File: config.mk
export PLATFORM = sky130hd
export DESIGN_NAME = iob_rr_arbiter
export DESIGN_NICKNAME = d
export VERILOG_FILES = /design/src/rtl/iob_rr_arbiter.sv
export SDC_FILE = /design/constraint.sdc
export NUM_CORES = 1
export LEC_CHECK = 0
export CAP_MARGIN = 20
export CORE_AREA = 8 8 103 105
export CTS_BUF_LIST = sky130_fd_sc_hd__clkbuf_4 sky130_fd_sc_hd__clkbuf_8
export DETAILED_ROUTE_END_ITERATION = 7
export DIE_AREA = 0 0 111 113
export PLACE_DENSITY_LB_ADDON = 0.3
export SETUP_SLACK_MARGIN = 0.1
export SLEW_MARGIN = 20
export SYNTH_ARGS = -nofsm -noshare
export SYNTH_HDL_FRONTEND = slang
export SYNTH_SLANG_ARGS = --single-unit
File: constraint.sdc
create_clock -name clk_i -period 2.8 [get_ports clk_i]
set_input_delay 0.42 -clock clk_i [delete_from_list [all_inputs] [get_ports clk_i]]
set_output_delay 0.42 -clock clk_i [all_outputs]
set_load 0.03 [all_outputs]
File: src/rtl/iob_rr_arbiter.sv
// Round-robin arbiter sharing one IOb slave port among N_MASTERS IOb masters.
// One transaction is outstanding at a time; the slave sees a single-cycle valid pulse.
module iob_rr_arbiter #(
   parameter int N_MASTERS = 2,
   parameter int ADDR_W    = 32,
   parameter int DATA_W    = 32
) (
   input  logic                            clk_i,
   input  logic                            arstn_i,
   input  logic [N_MASTERS-1:0]            m_valid_i,
   input  logic [N_MASTERS*ADDR_W-1:0]     m_address_i,
   input  logic [N_MASTERS*DATA_W-1:0]     m_wdata_i,
   input  logic [N_MASTERS*(DATA_W/8)-1:0] m_wstrb_i,
   output logic [DATA_W-1:0]               m_rdata_o,
   output logic [N_MASTERS-1:0]            m_ready_o,
   output logic                            s_valid_o,
   output logic [ADDR_W-1:0]               s_address_o,
   output logic [DATA_W-1:0]               s_wdata_o,
   output logic [DATA_W/8-1:0]             s_wstrb_o,
   input  logic [DATA_W-1:0]               s_rdata_i,
   input  logic                            s_ready_i,
   output logic [N_MASTERS-1:0]            grant_o,
   output logic                            busy_o
);

   localparam int STRB_W = DATA_W / 8;
   localparam int PTR_W  = (N_MASTERS > 1) ? $clog2(N_MASTERS) : 1;

   localparam logic [1:0] IDLE  = 2'd0;
   localparam logic [1:0] ISSUE = 2'd1;
   localparam logic [1:0] WAIT  = 2'd2;

   logic [1:0]           state_q, state_d;
   logic [N_MASTERS-1:0] grant_q, grant_d;
   logic [PTR_W-1:0]     ptr_q, ptr_d;

   logic [N_MASTERS-1:0] sel_oh;
   logic                 sel_found;
   logic [PTR_W-1:0]     gidx;
   logic [PTR_W-1:0]     ptr_nxt;
   logic                 busy;
   logic                 done;

   assign busy = (state_q != IDLE);
   // ISSUE and WAIT both complete on s_ready_i; IDLE ignores a stray ready.
   assign done = busy & s_ready_i;

   // Two passes: requesters at or above the pointer first, then the wrapped ones.
   always_comb begin
      sel_found = 1'b0;
      sel_oh    = '0;
      for (int i = 0; i < N_MASTERS; i++) begin
         if (!sel_found && m_valid_i[i] && (i >= int'(ptr_q))) begin
            sel_found = 1'b1;
            sel_oh[i] = 1'b1;
         end
      end
      for (int i = 0; i < N_MASTERS; i++) begin
         if (!sel_found && m_valid_i[i] && (i < int'(ptr_q))) begin
            sel_found = 1'b1;
            sel_oh[i] = 1'b1;
         end
      end
   end

   always_comb begin
      gidx = '0;
      for (int i = 0; i < N_MASTERS; i++) begin
         if (grant_q[i]) gidx = PTR_W'(i);
      end
   end

   assign ptr_nxt = (gidx == PTR_W'(N_MASTERS - 1)) ? '0 : gidx + 1'b1;

   always_comb begin
      state_d = state_q;
      grant_d = grant_q;
      ptr_d   = ptr_q;
      case (state_q)
         IDLE: begin
            if (sel_found) begin
               grant_d = sel_oh;
               state_d = ISSUE;
            end
         end
         ISSUE, WAIT: begin
            if (s_ready_i) begin
               grant_d = '0;
               ptr_d   = ptr_nxt;
               state_d = IDLE;
            end else begin
               state_d = WAIT;
            end
         end
         default: begin
            grant_d = '0;
            state_d = IDLE;
         end
      endcase
   end

   always_ff @(posedge clk_i or negedge arstn_i) begin
      if (!arstn_i) begin
         state_q <= IDLE;
         grant_q <= '0;
         ptr_q   <= '0;
      end else begin
         state_q <= state_d;
         grant_q <= grant_d;
         ptr_q   <= ptr_d;
      end
   end

   always_comb begin
      s_address_o = '0;
      s_wdata_o   = '0;
      s_wstrb_o   = '0;
      for (int i = 0; i < N_MASTERS; i++) begin
         if (busy && grant_q[i]) begin
            s_address_o = m_address_i[i*ADDR_W +: ADDR_W];
            s_wdata_o   = m_wdata_i[i*DATA_W +: DATA_W];
            s_wstrb_o   = m_wstrb_i[i*STRB_W +: STRB_W];
         end
      end
   end

   assign s_valid_o = (state_q == ISSUE);
   assign busy_o    = busy;
   assign grant_o   = grant_q;
   assign m_ready_o = done ? grant_q : '0;
   assign m_rdata_o = done ? s_rdata_i : '0;

endmodule

==> results.txt <==
- The path class of the tightest hold or removal check is in2async.
* Total negative slack: 0 ns
* Minimum clock period: 2.59 ns
- The library cell used most frequently in the layout, excluding fill and tap cells, is clkdlybuf4s50_1.
- Placed instance count: 529
- Most frequent cells in the layout: 177 x clkdlybuf4s50_1, 79 x buf_4, 68 x a22o_1
- The mapped netlist covers 0.00123 mm².
- After synthesis, the netlist uses 19 different library cells.
- Portion of the clock cycle consumed by the worst path in the final layout: 0.925
* Switch share: 0.536
- The region available for standard cell placement spans 0.00898 mm².
- Global Route met3 Usage: 0.0603
- Filler cell count: 883
- After synthesis, the largest family of logic cells by area is compound AO/OA/AOI/OAI gates.
- #FFs+latches synth: 5
- Multiplexer area fraction after synthesis: 0.00914
* Nature of the critical path endpoint: output pin
- Total power per unit cell area: 907 mW/mm²
* Area of the multi-input gates: 993 µm²
- Final routed DRC violation total: 0
- The share of total power dissipated in combinational logic is 0.921.
- Post-synthesis adder-cell area fraction: 0.0406
* Synthesis warning total: 0
- For this run, the register share of the synthesized area comes to 0.102.
- After detailed routing, the number of vias per cell comes to 4.37.
- Worst-skew pair later-pin latency: 0.22 ns
- IR analysis of the VDD net gives a maximum drop of 0.398 mV.
- The critical path is of the reg2out type.
- Post-Place Setup Slack: 0.256 ns
- Maximum clock path buffer count: 2
- H-tree levels: 1
- In this run the worst path has a maximum fanout of 24.
* Required time of the worst setup path: 2.38 ns
* Fraction of synthesized cell area in xor and xnor cells: 0
- Met1 capacity usage during global routing: 0.155
- Met2 demand-to-capacity share in global routing: 0.300
* Startpoint Class: flop
- After detailed routing, the average wire length per cell comes to 19.7 µm.
- The floorplan step defined a die boundary enclosing 0.0125 mm².
* TritonCTS clock tree: built
- Run status: complete, no violations
- Clock-pin slew was measured on the worst setup and hold paths at 0.04 ns.
- Data on the critical path arrives at its endpoint at 2.17 ns.
* Worst-case headroom to the max-slew limit: 0.776
* Final nets: 601
- Setup slack on the worst flop-to-flop path: 1.12 ns
* Final-report max-slew violation count: 0
- Clock power share: 0.038
* GRT Max-Usage Layer: met2
- Std-Cell Rows: 35
* Buffers on Ports: 278
- Reg power frac: 0.041
- Net Switching: 2.01 mW
- Post-DP Area: 0.00408 mm²
* Synth Instances: 152
* 1st-iter DRT viols: 100
- Total Wirelength: 10,500 µm
- Share of synthesized cell area in and, or, nand and nor gates: 0.220
* Unrepaired setup endpoints after global routing: yes
- Of the post-synthesis cell area, the dominant cell type holds 0.483.
* Global-route wire length before repair: 15,600 µm
- Compared with the post-synthesis result, the final layout area differs by 235%.
- Final weighted congestion in routability-driven placement: 0.773
- Internal power: 1.74 mW
- The repair_antennas step left the layout with diodes totalling 0.
- Routed Antenna Nets: 0
- Largest cells by area after synthesis: a22o_1 48%, and2_1 17%, dfrtp_1 10%, ha_1 4.1%, buf_2 3.7%
- Worst setup margin: 0.210 ns
- The number of global-route vias before repair was 2,490.
* Worst reg2reg endpoint: state_q[0]$_DFFE_PN0P_
* Die Span Y: 113 µm
- Clock tree synthesis inserted a total of 3 buffers.
- Max_cap viols: 0
- Clock tree skew after final layout: 0.00416 ns
* Maximum number of pins on one net before global-route repair: 34
* Sum of overflow across all layers after global routing: 0
- The post-synthesis compound-gate area fraction is 0.525.
- Maximum clock rate: 386 MHz
* Total Power Consumption: 3.75 mW
- Effective utilization at floorplan: 0.137
- Number of hold-slack violations in the final timing report: 0
- The finished layout holds 534 standard cells, fillers aside.
- Antenna violations before repair: 0
* Post-synth top area cell: a22o_1
- Detail Placement HPWL: 9110 µm
- Chip Width: 111 µm
* Total clock sinks: 5
- Final count of negative-setup-slack endpoints: 0
* Area occupied by registers: 125 µm²
- All-Layer GR Usage: 0.153
- Overall via count from detail_route: 2,334
- Of the cells placed in the final design, the portion with a size suffix greater than 1 is 0.243.
- IO Pins: 279
* Syn_nets: 329
- With fillers left out, the area of the finished cells amounts to 0.00413 mm².
- Synthesized area divided by synthesized cell count: 8.11 µm²
- The first TritonRoute pass finished after 4 iterations.
* Clock root buffer: clkbuf_8
- Summed over all cells, the static leakage comes to 1.86 nW.
* Slew at the pin closest to its max-slew limit: 0.335 ns
- The tightest hold path in the finished design has a slack of 0.434 ns.
- Utilization of the core after routing: 0.460
- The worst register-to-register path begins at state_q[1]$_DFFE_PN0P_.
* Hold buffers post-CTS: 0
- Depth of the worst register-to-register path: 4
-- final cells by class --
class,count,area share
Timing Repair Buffer,286,0.680
Tap cell,111,0.0336
Sequential cell,5,0.0303
Clock buffer,4,0.0118
Inverter,4,0.00364
Multi-Input combinational cell,124,0.241
-- critical path, stage by stage (launching register included) --
cell     delay, ns
dfrtp_1       0.39
inv_1         0.09
ha_1          0.32
nor3b_4       0.19
buf_4         0.25
buf_4         0.32
a22o_1        0.25
buf_12        0.14
-- registers in the layout, indices dropped and copies added (netlist names) --
name     count
grant_o      2
ptr_q        1
state_q      2
-- worst max-delay path by stage --
stage / endpoint / startpoint
global placement: s_wstrb_o[3] / state_q[0]$_DFFE_PN0P_
CTS: s_address_o[16] / state_q[0]$_DFFE_PN0P_
detailed placement: s_wstrb_o[2] / state_q[0]$_DFFE_PN0P_
floorplan: s_address_o[12] / state_q[0]$_DFFE_PN0P_
global route: s_address_o[16] / state_q[1]$_DFFE_PN0P_
finish: s_address_o[16] / state_q[0]$_DFFE_PN0P_
-- cell usage after synthesis (all sizes together) --
master	instances
a22o	68
and2	34
buf	15
dfrtp	5
clkbuf	4
ha	4
inv	4
nand2	4
o21ai	4
nor2b	2
nor3b	2
a21oi	1
a32o	1
mux2	1
nand2b	1
o2bb2ai	1
o31ai	1
-- cell families after synthesis --
group | count (synthesis)
flops | 5
mux | 1
buf+inv | 23
simple gates | 43
fa+ha+maj | 4
compound gates | 76
-- per-layer routing --
layer,vias up,routed length [µm]
li1,1128,-
met1,1057,3780
met2,147,5730
met3,2,971
met4,0,14
met5,-,0
-- repair_timing --
item                       CTS  global route
resized for setup           14             0
setup endpoints to repair   16            11
setup buffers                1             0
cloned                       0             0
-- power by group through the flow --
stage | Sequential (mW) | Combinational [mW] | Clock, mW
3_3_place_gp | 0.150 | 3.51 | 0
2_1_floorplan | 0.153 | 1.96 | 0
4_1_cts | 0.155 | 3.50 | 0.146
6_report | 0.154 | 3.45 | 0.143
5_1_grt | 0.164 | 3.63 | 0.153
3_5_place_dp | 0.156 | 3.51 | 0
(Power assumes the default switching activity.)
